<file path="src/rtl/text_line_controller.sv">
// text_line_controller: a 16-cell text line overlay for a pixel stream.
// The block keeps a 16 x 7-bit character buffer that is edited by commands
// (PUT, BACKSPACE, CLEAR, SET_CURSOR). It renders the buffer as a 128x16 px
// line at a per-frame origin through an external combinational CharRom, and
// can draw a blinking underline cursor.
//
// Ports:
//   i_clk, i_rst_n                clock, asynchronous active-low reset
//   i_wr_valid / o_wr_ready       command handshake (accept on valid & ready)
//   i_wr_cmd, i_wr_char           command code and character / target cell
//   i_frame_start                 latches i_pos_x / i_pos_y as the line origin
//   i_pixel_x, i_pixel_y          current scan position, one pixel per cycle
//   o_rom_char, o_rom_row         CharRom address (registered)
//   i_rom_line                    CharRom glyph row, bit 7 = leftmost pixel
//   o_text_bit_on                 foreground pixel, 2 cycles after pixel_x/y
//   o_cursor_pos                  current cursor cell
//   o_busy                        high while the CLEAR sweep runs
module text_line_controller #(
  parameter int unsigned BLINK_DIV = 25_000_000,
  parameter bit          CURSOR_EN = 1'b1
) (
  input  logic       i_clk,
  input  logic       i_rst_n,
  input  logic       i_wr_valid,
  output logic       o_wr_ready,
  input  logic [1:0] i_wr_cmd,
  input  logic [6:0] i_wr_char,
  input  logic       i_frame_start,
  input  logic [9:0] i_pos_x,
  input  logic [9:0] i_pos_y,
  input  logic [9:0] i_pixel_x,
  input  logic [9:0] i_pixel_y,
  output logic [6:0] o_rom_char,
  output logic [3:0] o_rom_row,
  input  logic [7:0] i_rom_line,
  output logic       o_text_bit_on,
  output logic [3:0] o_cursor_pos,
  output logic       o_busy
);

  localparam int unsigned CELLS      = 16;
  localparam int unsigned CHAR_W     = 7;
  localparam int unsigned CELL_W     = 4;
  localparam int unsigned COORD_W    = 10;
  localparam int unsigned BLINK_W    = 26;
  localparam int unsigned LINE_PX    = 128;
  localparam int unsigned LINE_ROWS  = 16;

  localparam logic [CHAR_W-1:0] SPACE     = 7'h20;
  localparam logic [1:0]        CMD_PUT   = 2'b00;
  localparam logic [1:0]        CMD_BKSP  = 2'b01;
  localparam logic [1:0]        CMD_CLEAR = 2'b10;
  localparam logic [1:0]        CMD_SETC  = 2'b11;

  typedef enum logic [0:0] {ST_IDLE, ST_CLEAR} state_t;

  state_t              r_state;
  state_t              w_state_nxt;
  logic [CHAR_W-1:0]   r_buf [CELLS];
  logic [CELL_W-1:0]   r_cursor;
  logic [CELL_W-1:0]   w_cursor_nxt;
  logic [CELL_W-1:0]   r_clr_cnt;
  logic [CELL_W-1:0]   w_clr_nxt;
  logic                w_we;
  logic [CELL_W-1:0]   w_waddr;
  logic [CHAR_W-1:0]   w_wdata;
  logic                r_wr_ready;
  logic                r_busy;

  logic [COORD_W-1:0]  r_ox;
  logic [COORD_W-1:0]  r_oy;
  logic [BLINK_W-1:0]  r_blink_cnt;
  logic                r_blink;

  logic [COORD_W:0]    w_x_end;
  logic [COORD_W:0]    w_y_end;
  logic                w_in_area;
  logic [6:0]          w_dx;
  logic [3:0]          w_dy;
  logic [CELL_W-1:0]   w_cell;
  logic                r_in_area;
  logic [CELL_W-1:0]   r_cell;
  logic [2:0]          r_bit;
  logic                w_cur_on;
  logic                w_glyph_bit;

  // Command decode and CLEAR sweep; single buffer write port.
  always_comb begin
    w_state_nxt  = r_state;
    w_cursor_nxt = r_cursor;
    w_clr_nxt    = r_clr_cnt;
    w_we         = 1'b0;
    w_waddr      = r_cursor;
    w_wdata      = i_wr_char;
    case (r_state)
      ST_IDLE: begin
        if (i_wr_valid) begin
          case (i_wr_cmd)
            CMD_PUT: begin
              w_we = 1'b1;
              if (r_cursor != 4'hF) w_cursor_nxt = r_cursor + 4'd1;
            end
            CMD_BKSP: begin
              if (r_cursor != 4'h0) begin
                w_cursor_nxt = r_cursor - 4'd1;
                w_we         = 1'b1;
                w_waddr      = r_cursor - 4'd1;
                w_wdata      = SPACE;
              end
            end
            CMD_CLEAR: begin
              w_cursor_nxt = 4'h0;
              w_clr_nxt    = 4'h0;
              w_state_nxt  = ST_CLEAR;
            end
            CMD_SETC: w_cursor_nxt = i_wr_char[3:0];
            default: ;
          endcase
        end
      end
      ST_CLEAR: begin
        w_we      = 1'b1;
        w_waddr   = r_clr_cnt;
        w_wdata   = SPACE;
        w_clr_nxt = r_clr_cnt + 4'd1;
        if (r_clr_cnt == 4'hF) w_state_nxt = ST_IDLE;
      end
      default: w_state_nxt = ST_IDLE;
    endcase
  end

  // Control state; ready/busy are registered copies of the next state.
  always_ff @(posedge i_clk or negedge i_rst_n) begin
    if (!i_rst_n) begin
      r_state    <= ST_IDLE;
      r_cursor   <= '0;
      r_clr_cnt  <= '0;
      r_wr_ready <= 1'b1;
      r_busy     <= 1'b0;
    end else begin
      r_state    <= w_state_nxt;
      r_cursor   <= w_cursor_nxt;
      r_clr_cnt  <= w_clr_nxt;
      r_wr_ready <= (w_state_nxt == ST_IDLE);
      r_busy     <= (w_state_nxt == ST_CLEAR);
    end
  end

  // Character buffer; reset fills every cell with a space.
  always_ff @(posedge i_clk or negedge i_rst_n) begin
    if (!i_rst_n) begin
      for (int i = 0; i < int'(CELLS); i++) r_buf[i] <= SPACE;
    end else if (w_we) begin
      r_buf[w_waddr] <= w_wdata;
    end
  end

  // Line origin, only updated at frame start.
  always_ff @(posedge i_clk or negedge i_rst_n) begin
    if (!i_rst_n) begin
      r_ox <= '0;
      r_oy <= '0;
    end else if (i_frame_start) begin
      r_ox <= i_pos_x;
      r_oy <= i_pos_y;
    end
  end

  // Cursor blink: toggles every BLINK_DIV cycles.
  always_ff @(posedge i_clk or negedge i_rst_n) begin
    if (!i_rst_n) begin
      r_blink_cnt <= '0;
      r_blink     <= 1'b0;
    end else if (r_blink_cnt == BLINK_W'(BLINK_DIV - 1)) begin
      r_blink_cnt <= '0;
      r_blink     <= ~r_blink;
    end else begin
      r_blink_cnt <= r_blink_cnt + BLINK_W'(1);
    end
  end

  // Stage 1 address generation; upper bounds are 11 bits so they never wrap.
  assign w_x_end   = (COORD_W+1)'(r_ox) + (COORD_W+1)'(LINE_PX);
  assign w_y_end   = (COORD_W+1)'(r_oy) + (COORD_W+1)'(LINE_ROWS);
  assign w_in_area = (i_pixel_x >= r_ox) && ((COORD_W+1)'(i_pixel_x) < w_x_end) &&
                     (i_pixel_y >= r_oy) && ((COORD_W+1)'(i_pixel_y) < w_y_end);
  assign w_dx      = 7'(i_pixel_x - r_ox);
  assign w_dy      = 4'(i_pixel_y - r_oy);
  assign w_cell    = w_dx[6:3];

  always_ff @(posedge i_clk or negedge i_rst_n) begin
    if (!i_rst_n) begin
      r_in_area  <= 1'b0;
      r_cell     <= '0;
      r_bit      <= '0;
      o_rom_char <= SPACE;
      o_rom_row  <= '0;
    end else begin
      r_in_area  <= w_in_area;
      r_cell     <= w_cell;
      r_bit      <= w_dx[2:0];
      o_rom_char <= r_buf[w_cell];
      o_rom_row  <= w_dy;
    end
  end

  // Stage 2 pixel select; cursor is an underline on the last glyph row.
  assign w_glyph_bit = i_rom_line[3'd7 - r_bit];
  assign w_cur_on    = CURSOR_EN && r_blink && (r_cell == r_cursor) && (o_rom_row == 4'hF);

  always_ff @(posedge i_clk or negedge i_rst_n) begin
    if (!i_rst_n) begin
      o_text_bit_on <= 1'b0;
    end else begin
      o_text_bit_on <= r_in_area & (w_glyph_bit | w_cur_on);
    end
  end

  assign o_wr_ready   = r_wr_ready;
  assign o_busy       = r_busy;
  assign o_cursor_pos = r_cursor;

endmodule

</file>
<file path="config.mk">
export PLATFORM = sky130hd
export DESIGN_NAME = text_line_controller
export DESIGN_NICKNAME = d
export VERILOG_FILES = /design/src/rtl/text_line_controller.sv
export SDC_FILE = /design/constraint.sdc
export NUM_CORES = 1
export LEC_CHECK = 0
export BUFFER_PORTS_ARGS = -buffer_cell sky130_fd_sc_hd__clkbuf_2
export CORE_MARGIN = 2
export CORE_UTILIZATION = 40
export DETAILED_ROUTE_END_ITERATION = 8
export SLEW_MARGIN = 20
export SYNTH_ARGS = -nofsm -noshare
export SYNTH_HDL_FRONTEND = slang
export SYNTH_SLANG_ARGS = --single-unit
export TNS_END_PERCENT = 50
</file>
<file path="constraint.sdc">
create_clock -name i_clk -period 2.6 [get_ports i_clk]
set_input_delay 0.39 -clock i_clk [delete_from_list [all_inputs] [get_ports i_clk]]
set_output_delay 0.39 -clock i_clk [all_outputs]
set_load 0.03 [all_outputs]
</file>
==> results.md <==
* Status: finished, final reports clean
* Syn nets at slightly above 900
* Area after DPL at 10,950 um^2
* RSZ-0062 raised after global routing: yes
* Kind of critical path: reg -> reg
* Vias at around 6,500
* Worst r2r dst: o_rom_char[2]$_DFF_PN0_
* Final Hold Fails at 0
* DRC at 0
* FILL cells at ~2,200
* Synth Register Bits at about 190
* Setup Viol. Count Final at 0
* Largest net degree at the start of global routing at 61
* Core area at around 24,000 um^2
* Initial antenna violation count at 0
* Arr. time, crit path at 2860 ps
* Pleak at ~5.7 nW
* Post-Route WL at about 21,000 um
* Final hold slack at roughly 160 ps
* Max_cap viols at 0
* R2R depth at 13
* Fin. max-slew vios at 0
* Total CTS buffers at 17
* CP required at 2900 ps
* Clk pin slew, worst setup/hold paths at approximately 80 ps
* Max incr delay on CP at between 300 and 400 ps
* Number of I/O pins at between 70 and 80
* GRT overflow at 0
* Worst min path class: in -> reg
* Slew at the pin closest to its max-slew limit at ~670 ps
* CP max stage cell: dfrtp_1
* Critical path cell sequence: ha_2 > inv_2 > fa_2 > a21o_1 > a21o_1 > xor2_4 > buf_12 > buf_12 > buf_4 > mux2i_1 > mux2i_1 > mux2i_1 > mux2i_1
* Core Util, Final at 0.4892
* Worst hold stages at 3
* Antenna Nets Post-Route at 0
* Die area at 25,810 um^2
* Final WS setup at between 30 and 40 ps
* Mapped Avg Cell Area at about 12 um^2
* DR WL/cell at roughly 17 um
* Post-synthesis cell type count at 68
* Vias in the first global route at approximately 6,800
* Maximum fanout along the worst path at 8
* Reg2reg start: r_ox[0]$_DFFE_PN0P_
* Clock Tree Buf Depth at 2
* Row count at 57
* Nets at 1,041
* Die Width at 160.7 um
* Iteration-0 DRC Markers at slightly below 400
* Worst skew pair latency at 430 ps
* Design Area, Final at roughly 12,000 um^2
* Mapped Cells at 827
* RePlAce Congestion at approximately 0.8
* CP Capture Type: flip-flop
* Met2 Usage GRT at 0.2747
* Grt met1 use at 0.2522
* Number of flops mapped to enable cells by yosys at 0
* Part of the Yosys area used for sequential elements at 0.4840
* Vias per cell at a little over 5
* Post-placement worst setup slack at -227.4 ps
* Starting Density at 0.4061
* Highest clock rate at 0.3903 GHz
* Yosys warnings at 0
* Peak VDD IR at between 0.4 and 0.5 mV
* TritonCTS clock tree: built
* FF+latch area at roughly 4800 um^2
* Worst R2R Setup Slack at about 38 ps
* Final Skew at between 10 and 15 ps
* Ys async rst share at 1.000
* Drt pass-1 iters at 4
* Root Driver: clkbuf_16
* Die Height at around 160 um
* Grt met3 use at 0.03254
* CP dominant cell by count: mux2i_1
* Worst Hold Launch: i_pos_y[4]
* CTS Sinks at around 190
* Buffers on Ports at 78
* GR peak layer: met2
* PwrDens at between 900 and 1000 nW/um^2
* Mapped Area at roughly 9800 um^2
* GR Util All Layers at 0.1737
* Synth Flop Type: dfrtp_1
* First-pass GRT wire length at between 30,000 and 40,000 um
* Synth-to-layout area growth at 20.47%
* Detailed Place HPWL at 14,800 um
* Hold endpoint: r_oy[4]$_DFFE_PN0P_
* Period utilization at 0.9855
* Area of the multi-input gates at 4901 um^2
* CP Launch Type: flip-flop
* # diodes at 0
* Share of cells above drive strength 1 at 0.3483
* Slew headroom at 0.5541
* Htree depth at 4
* Fin crit period at approximately 2600 ps
## timing repair
action	in CTS	in global routing
endpoints found under the hold margin	32	0
setup buffers	5	3
setup endpoints to repair	7	80
gates cloned	4	1
hold buffers	1	0
resized for setup	10	16
pin swaps	0	4
## through the flow
step | setup TNS (ps) | power, mW | instances
after global placement | -858.1 | 8.256 | 1235
final | 0 | 11.17 | 1280
after floorplan | -227.9 | 7.067 | 827
after global routing | -818.6 | 11.86 | 1280
after CTS | 0 | 11.15 | 1277
after detailed placement | -1075 | 8.308 | 1235
## cells in the mapped netlist, drive strengths merged (2+ instances only)
| master | number | area share |
|---|---|---|
| a31oi | 4 | 0.0025 |
| a21o | 10 | 0.0076 |
| and3 | 6 | 0.0038 |
| or4 | 2 | 0.0015 |
| nor2 | 39 | 0.019 |
| nand3 | 22 | 0.012 |
| o41ai | 2 | 0.0018 |
| ha | 35 | 0.045 |
| a21oi | 21 | 0.011 |
| fa | 2 | 0.0041 |
| nor2b | 6 | 0.0038 |
| o21a | 5 | 0.0038 |
| mux2 | 115 | 0.13 |
| nor3 | 13 | 0.0083 |
| buf | 16 | 0.0090 |
| clkbuf | 15 | 0.0057 |
| a311oi | 2 | 0.0018 |
| dfstp | 18 | 0.048 |
| o22ai | 3 | 0.0019 |
| xor2 | 19 | 0.018 |
| o21ai | 35 | 0.018 |
| or3 | 3 | 0.0019 |
| nand2 | 55 | 0.023 |
| a41oi | 2 | 0.0018 |
| nand2b | 3 | 0.0019 |
| mux2i | 108 | 0.11 |
| dfrtp | 171 | 0.44 |
| xnor2 | 20 | 0.018 |
| mux4 | 2 | 0.0046 |
| nor4 | 3 | 0.0025 |
| a211oi | 3 | 0.0023 |
| inv | 35 | 0.014 |
| o211ai | 3 | 0.0023 |
| a22oi | 2 | 0.0029 |
| nand4 | 5 | 0.0032 |
| and2 | 9 | 0.0057 |
## routing by layer
metal	share of wire	vias to the layer above
li1	-	3174
met1	0.51	3262
met2	0.46	91
met3	0.027	10
met4	0.0059	0
met5	0	-
## layout make-up
class	count	share of cell area
Clock buffer	18	0.03628
Sequential cell	189	0.4020
Multi-Input combinational cell	572	0.4144
Clock inverter	14	0.01248
Tap cell	324	0.03427
Inverter	35	0.01132
Timing Repair Buffer	128	0.08928
## kinds of logic (layout without fill, tap and decap cells)
logic type / after synthesis / count (layout) / synth area share
muxes: 225 / 225 / 0.2470
DFF: 189 / 189 / 0.4840
and+or+nand+nor: 171 / 171 / 0.09112
AOI/OAI and AO/OA: 100 / 100 / 0.06525
buffers and inverters: 66 / 195 / 0.02842
xor gates and xnor gates: 39 / 39 / 0.03556
adders and majority gates: 37 / 37 / 0.04868
## where the power goes
group	internal [mW]	switching (mW)	leakage [nW]
clock	1.36	1.22	0.281
sequential	3.79	0.464	2.45
combinational	2.10	2.24	3.00
total	7.25	3.92	5.74
## worst max path at each step
stage	slack, ps	start	cells after the start	endpoint
3_3_place_gp	-190	i_pixel_x[0]	13	o_rom_char[0]$_DFF_PN0_
5_1_grt	-140	r_ox[0]$_DFFE_PN0P_	12	o_rom_char[0]$_DFF_PN0_
4_1_cts	40	r_ox[0]$_DFFE_PN0P_	13	o_rom_char[2]$_DFF_PN0_
3_5_place_dp	-230	i_pixel_x[0]	13	o_rom_char[0]$_DFF_PN0_
2_1_floorplan	-20	i_pixel_x[0]	13	o_rom_char[4]$_DFF_PN0_
6_report	40	r_ox[0]$_DFFE_PN0P_	13	o_rom_char[2]$_DFF_PN0_
## worst max-delay path: cells and delay by family, from the launching register on
family                   cells  cell delay, ps
buffers and inverters        4             450
AO/OA/AOI/OAI                2             410
adder cells (fa/ha/maj)      2             510
XOR/XNOR                     1             160
flip-flops                   1             370
multiplexers                 4             540
## cells in the final DEF (no fill, tap or decap), types with 21 or more instances in the layout
cell type / count
o21ai_0: 32
buf_4: 25
nand3_1: 21
clkbuf_2: 77
nand2_1: 45
inv_1: 33
mux2i_1: 107
mux2_2: 113
dfrtp_1: 169
nor2_1: 30
ha_1: 34
## registers in the layout, indices dropped and copies added, names as in the netlist
name	cells
r_in_area	1
r_oy	10
r_clr_cnt	4
o_busy	1
r_blink_cnt	26
r_buf	112
r_cell	4
o_rom_char	7
r_blink	1
o_text_bit_on	1
o_rom_row	4
o_cursor_pos	4
o_wr_ready	1
r_ox	10
r_bit	3
Note: power is estimated with default switching activity, not from simulation.
